==> src/rtl/mem_arb_pkg.sv <==
// Shared types for the two-port memory arbiter: FSM states and transaction owner.
// Round-robin arbitration is selected by defining MEM_ARB_RR_EN (see mem_arb_pick).
package mem_arb_pkg;

    typedef enum logic [1:0] {
        ARB_IDLE   = 2'd0,
        ARB_WAIT_I = 2'd1,
        ARB_WAIT_D = 2'd2
    } arb_state_e;

    typedef enum logic {
        OWNER_I = 1'b0,
        OWNER_D = 1'b1
    } owner_e;

    function automatic owner_e other_owner(input owner_e o);
        return (o == OWNER_D) ? OWNER_I : OWNER_D;
    endfunction

endpackage

==> src/rtl/mem_arb_pick.sv <==
// Combinational winner select between the fetch (I) and data (D) requesters.
// MEM_ARB_RR_EN defined: a tie goes to the port that did not own the last transaction.
module mem_arb_pick
    import mem_arb_pkg::*;
(
    input  logic   i_elig,
    input  logic   d_elig,
    input  owner_e last_owner,
    output logic   grant_valid,
    output owner_e grant_owner
);

`ifndef MEM_ARB_RR_EN
    // Fixed priority keeps last_owner tracked upstream but unused here.
    logic unused_last_owner;
    assign unused_last_owner = ^last_owner;
`endif

    always_comb begin
        grant_valid = i_elig | d_elig;
        grant_owner = OWNER_D;
        if (i_elig && d_elig) begin
`ifdef MEM_ARB_RR_EN
            grant_owner = other_owner(last_owner);
`else
            grant_owner = OWNER_D;
`endif
        end else if (i_elig) begin
            grant_owner = OWNER_I;
        end
    end

endmodule

==> src/rtl/mem_port_arbiter.sv <==
// Shares one single-ported memory between fetch (I, read-only) and data (D) ports,
// one outstanding transaction at a time. Define MEM_ARB_RR_EN for round-robin ties.
module mem_port_arbiter
    import mem_arb_pkg::*;
#(
    parameter int ADDR_W = 32,
    parameter int DATA_W = 32
) (
    input  logic                clk,
    input  logic                reset,
    input  logic                i_req,
    input  logic [ADDR_W-1:0]   i_addr,
    input  logic                i_flush,
    output logic [DATA_W-1:0]   i_rdata,
    output logic                i_ready,
    input  logic                d_req,
    input  logic                d_we,
    input  logic [ADDR_W-1:0]   d_addr,
    input  logic [DATA_W-1:0]   d_wdata,
    input  logic [DATA_W/8-1:0] d_wstrb,
    output logic [DATA_W-1:0]   d_rdata,
    output logic                d_ready,
    output logic                mem_req,
    output logic                mem_we,
    output logic [ADDR_W-1:0]   mem_addr,
    output logic [DATA_W-1:0]   mem_wdata,
    output logic [DATA_W/8-1:0] mem_wstrb,
    input  logic [DATA_W-1:0]   mem_rdata,
    input  logic                mem_rvalid,
    output logic                arb_busy
);

    localparam int STRB_W = DATA_W / 8;

    arb_state_e          state_q, state_d;
    owner_e              last_owner_q, last_owner_d;
    logic                drop_i_q, drop_i_d;
    logic                mem_req_q, mem_req_d;
    logic                mem_we_q, mem_we_d;
    logic [ADDR_W-1:0]   mem_addr_q, mem_addr_d;
    logic [DATA_W-1:0]   mem_wdata_q, mem_wdata_d;
    logic [STRB_W-1:0]   mem_wstrb_q, mem_wstrb_d;
    logic [DATA_W-1:0]   i_rdata_q, i_rdata_d;
    logic                i_ready_q, i_ready_d;
    logic [DATA_W-1:0]   d_rdata_q, d_rdata_d;
    logic                d_ready_q, d_ready_d;

    logic   i_elig;
    logic   d_elig;
    logic   grant_valid;
    owner_e grant_owner;

    // A port whose ready is high is still holding its just-completed request.
    assign i_elig = i_req & ~i_ready_q & ~i_flush;
    assign d_elig = d_req & ~d_ready_q;

    mem_arb_pick u_pick (
        .i_elig      (i_elig),
        .d_elig      (d_elig),
        .last_owner  (last_owner_q),
        .grant_valid (grant_valid),
        .grant_owner (grant_owner)
    );

    always_comb begin
        state_d      = state_q;
        last_owner_d = last_owner_q;
        drop_i_d     = drop_i_q;
        mem_req_d    = 1'b0;
        mem_we_d     = mem_we_q;
        mem_addr_d   = mem_addr_q;
        mem_wdata_d  = mem_wdata_q;
        mem_wstrb_d  = mem_wstrb_q;
        i_rdata_d    = i_rdata_q;
        i_ready_d    = 1'b0;
        d_rdata_d    = d_rdata_q;
        d_ready_d    = 1'b0;

        case (state_q)
            ARB_IDLE: begin
                if (grant_valid) begin
                    mem_req_d = 1'b1;
                    if (grant_owner == OWNER_D) begin
                        mem_we_d    = d_we;
                        mem_addr_d  = d_addr;
                        mem_wdata_d = d_wdata;
                        mem_wstrb_d = d_wstrb;
                        state_d     = ARB_WAIT_D;
                    end else begin
                        mem_we_d    = 1'b0;
                        mem_addr_d  = i_addr;
                        mem_wdata_d = '0;
                        mem_wstrb_d = '0;
                        state_d     = ARB_WAIT_I;
                    end
                end
            end

            ARB_WAIT_I: begin
                if (mem_rvalid) begin
                    state_d      = ARB_IDLE;
                    last_owner_d = OWNER_I;
                    drop_i_d     = 1'b0;
                    // A flush arriving with the response still discards it.
                    if (!(drop_i_q || i_flush)) begin
                        i_rdata_d = mem_rdata;
                        i_ready_d = 1'b1;
                    end
                end else if (i_flush) begin
                    drop_i_d = 1'b1;
                end
            end

            ARB_WAIT_D: begin
                if (mem_rvalid) begin
                    state_d      = ARB_IDLE;
                    last_owner_d = OWNER_D;
                    d_ready_d    = 1'b1;
                    if (!mem_we_q) begin
                        d_rdata_d = mem_rdata;
                    end
                end
            end

            default: begin
                state_d = ARB_IDLE;
            end
        endcase
    end

    always_ff @(posedge clk) begin
        if (reset) begin
            state_q      <= ARB_IDLE;
            last_owner_q <= OWNER_D;
            drop_i_q     <= 1'b0;
            mem_req_q    <= 1'b0;
            mem_we_q     <= 1'b0;
            mem_addr_q   <= '0;
            mem_wdata_q  <= '0;
            mem_wstrb_q  <= '0;
            i_rdata_q    <= '0;
            i_ready_q    <= 1'b0;
            d_rdata_q    <= '0;
            d_ready_q    <= 1'b0;
        end else begin
            state_q      <= state_d;
            last_owner_q <= last_owner_d;
            drop_i_q     <= drop_i_d;
            mem_req_q    <= mem_req_d;
            mem_we_q     <= mem_we_d;
            mem_addr_q   <= mem_addr_d;
            mem_wdata_q  <= mem_wdata_d;
            mem_wstrb_q  <= mem_wstrb_d;
            i_rdata_q    <= i_rdata_d;
            i_ready_q    <= i_ready_d;
            d_rdata_q    <= d_rdata_d;
            d_ready_q    <= d_ready_d;
        end
    end

    assign i_rdata   = i_rdata_q;
    assign i_ready   = i_ready_q;
    assign d_rdata   = d_rdata_q;
    assign d_ready   = d_ready_q;
    assign mem_req   = mem_req_q;
    assign mem_we    = mem_we_q;
    assign mem_addr  = mem_addr_q;
    assign mem_wdata = mem_wdata_q;
    assign mem_wstrb = mem_wstrb_q;
    assign arb_busy  = (state_q != ARB_IDLE);

    a_ready_onehot: assert property (@(posedge clk) disable iff (reset)
        !(i_ready_q && d_ready_q));
    a_req_single: assert property (@(posedge clk) disable iff (reset)
        mem_req_q |=> !mem_req_q);

endmodule

==> config.mk <==
export PLATFORM = sky130hd
export DESIGN_NAME = mem_port_arbiter
export DESIGN_NICKNAME = d
export VERILOG_FILES = /design/src/rtl/mem_arb_pkg.sv /design/src/rtl/mem_arb_pick.sv /design/src/rtl/mem_port_arbiter.sv
export SDC_FILE = /design/constraint.sdc
export NUM_CORES = 1
export LEC_CHECK = 0
export CAP_MARGIN = 20
export CORE_MARGIN = 3
export CORE_UTILIZATION = 43
export CTS_CLUSTER_DIAMETER = 80
export DETAILED_ROUTE_END_ITERATION = 6
export PLACE_DENSITY = 0.95
export SYNTH_ARGS = -nofsm -noshare
export SYNTH_HDL_FRONTEND = slang
export SYNTH_SLANG_ARGS = --single-unit
==> constraint.sdc <==
create_clock -name clk -period 3.25 [get_ports clk]
set_input_delay 0.65 -clock clk [delete_from_list [all_inputs] [get_ports clk]]
set_output_delay 0.65 -clock clk [all_outputs]
set_load 0.05 [all_outputs]
==> results.cfg <==
[setup_path]
endpoint_kind = output pin
cp_top_family = buffers and inverters
slowest_stage = clkdlybuf4s50_1
critPathRequiredTime_ns = 2.60
cp_max_fo = 3
crit_type = reg -> out
cp-start-kind = flip-flop
cp_cell_sequence = inv_1 > ha_2 > inv_2 > clkdlybuf4s50_1
worst-endpoint-arrival_ns = 1.94
path_buf_inv = 3
max_stage_delay_ns = 0.82

[finish]
synthToLayoutAreaGrowth_pct = 64.16
antenna_cells = 0
final_cell_count_no_fill = 1044
drive_above_1_share_pct = 5.936
nets = 1006
num-fill-cells = 881
final_core_util_pct = 72.87

[floorplanning]
core-area_um2 = 12110
fp.dieW_um = 117.8
rows = 40
die_area_um2 = 13880
start_util_pct = 44.39
fp.dieH_um = 117.8
ios = 276

[logic_synthesis]
synth_seq_cells = 139
synth.distinct_cells = 28
synth.avg_cell_area_um2 = 8.658
ys.flop_type = dfxtp_1
synthCells = 621
synth-seq-area-share_pct = 51.76
async_flop_share_pct = 0
synth-edff-count = 0
synth_area_um2 = 5376
yosys_warnings = 0
syn-num-nets = 763

[power]
peakVddDrop_v = 0.0003938
total_leakage_power_uw = 0.003106
report.power.total_uw = 5172
power_density_nw_per_um2 = 586.0

[place]
place_inst = 1013
dp_hpwl_mm = 12.36
pre_cts_ws_ns = 0.7629
place_congestion = 0.8297
port_buffers = 275

[drt]
first_iter_violations = 542
final_antenna_net_count = 0
totalWireLength_mm = 18.24
wl_per_cell_um = 17.47
drc = 0
via_count = 5746
drtPass1Iterations = 5
drt-vias-per-instance = 5.504

[timing]
min_period_ns = 2.593
fin_ws_ns = 0.6567
fmax_mhz = 385.6
period_share_pct = 79.79
rsz0062_at_grt = no
tns_ns = 0
slew_headroom_pct = 38.60
maxSlewViolCount = 0
setup_viol = 0
worstMarginPinSlew_ns = 0.9210
skew_ns = 0.004895
hold_viol = 0

[cts]
clock-root-buffer = clkbuf_16
clk_pin_slew_ns = 0.05
clock_latency_ns = 0.41
cts_buffer_depth = 2
holdBufCountCts = 0
cts_sinks = 139
htreeDepth = 4
numCtsBuffers = 17
cts-resized-gates = 0
cts_tree = done
postCtsSetupBuffers = 0

[grt]
antenna_found_initial = 0
grt_use_total_pct = 25.70
grt_pass1_vias = 5712
overflow = 0
grt_pass1_wl_mm = 28.99
grt_max_degree = 98

[status]
status = complete, no violations

[min_path]
hp-class = reg -> reg

[run]
maxCapViolCount = 0
-- report_power, final --
| part | internal (µW) | leakage [µW] | switching, µW |
|---|---|---|---|
| sequential | 1830 | 0.00113 | 77.0 |
| clock | 1240 | 0.000288 | 721 |
| combinational | 505 | 0.00168 | 804 |
| total | 3570 | 0.00311 | 1600 |
-- logic make-up (layout without fill, tap and decap cells) --
group	Yosys count	in the layout	share of synthesized area [%]
AO/OA/AOI/OAI	172	172	22.67
flip-flops	139	139	51.76
buffers and inverters	70	325	5.352
AND/OR/NAND/NOR	237	237	19.53
adder cells (fa/ha/maj)	3	3	0.6982
-- layer usage --
layer / share of wire [%] / vias to the layer above / global-route usage [%]
met5: 0 / - / 0
met4: 3.4 / 0 / 12.31
met3: 8.6 / 52 / 9.226
met2: 51 / 278 / 44.16
met1: 37 / 2688 / 28.18
li1: - / 2728 / -
-- sequential cells by signal (all words and copies together), names as in the netlist --
signal and cells:
i_rdata 32, mem_addr 32, d_ready 1, i_ready 1, drop_i_q 1, mem_wstrb 4
d_rdata 32, state_q 2, mem_we 1, mem_req 1, mem_wdata 32
-- placed cells by master (no fill, tap or decap), drive strengths merged, types with 2 or more instances in the layout --
cell | Yosys | final
clkdlybuf4s50 | 0 | 274
nand2 | 161 | 161
dfxtp | 139 | 139
a21oi | 66 | 66
a32o | 38 | 38
nand4 | 32 | 32
nand3 | 32 | 32
a2bb2oi | 32 | 32
a31oi | 32 | 32
clkbuf | 55 | 20
buf | 11 | 16
clkinv | 0 | 5
inv | 4 | 4
bufinv | 0 | 3
clkinvlp | 0 | 3
ha | 3 | 3
a211oi | 2 | 2
nor2 | 2 | 2
nand2b | 2 | 2
-- stage by stage --
step,hold slack (ns),area (µm²)
after floorplan,0.4951,5376
after global placement,0.4408,8224
after detailed placement,0.4461,8224
after CTS,0.4540,8826
after global routing,0.4707,8826
final,0.4529,8826
-- cells in the mapped netlist, drive strengths merged (2+ instances only) --
cell type,count,share of area [%]
a2bb2oi,32,5.2
a21oi,66,6.1
dfxtp,139,52
clkbuf,55,3.8
inv,4,0.28
nand3,32,3.0
nor2,2,0.14
nand2,161,11
nand2b,2,0.23
nand4,32,3.7
ha,3,0.70
a31oi,32,3.7
buf,11,1.2
a211oi,2,0.28
a32o,38,7.1
-- worst register-to-register path, delay by kind of cell (launching register included) --
family	cells	cell delay (ns)
compound gates	2	0.39
fa+ha+maj	1	0.20
buf+inv	4	0.86
flops	1	0.37
-- path summary, 6_finish.rpt --
check / startpoint / end / slack, ns / cells after the start
setup / recovery: state_q[0] / arb_busy / 0.66 / 4
hold / removal: d_rdata[29] / d_rdata[29] / 0.45 / 2
hold reg to reg: d_rdata[29] / d_rdata[29] / 0.45 / 2
setup reg to reg: state_q[0] / mem_wdata[9] / 1.38 / 7
-- layout make-up --
cell class                 instances  area (µm²)  share of cell area [%]
inverter                           4       15.01                  0.1701
clock buffer                      20       456.7                   5.174
tap                              168       210.2                   2.382
timing repair buffer             290        2875                   32.58
clock inverter                    11       145.1                   1.644
sequential                       139        2783                   31.53
multi-input combinational        412        2341                   26.52
Note: power is estimated with default switching activity, not from simulation.
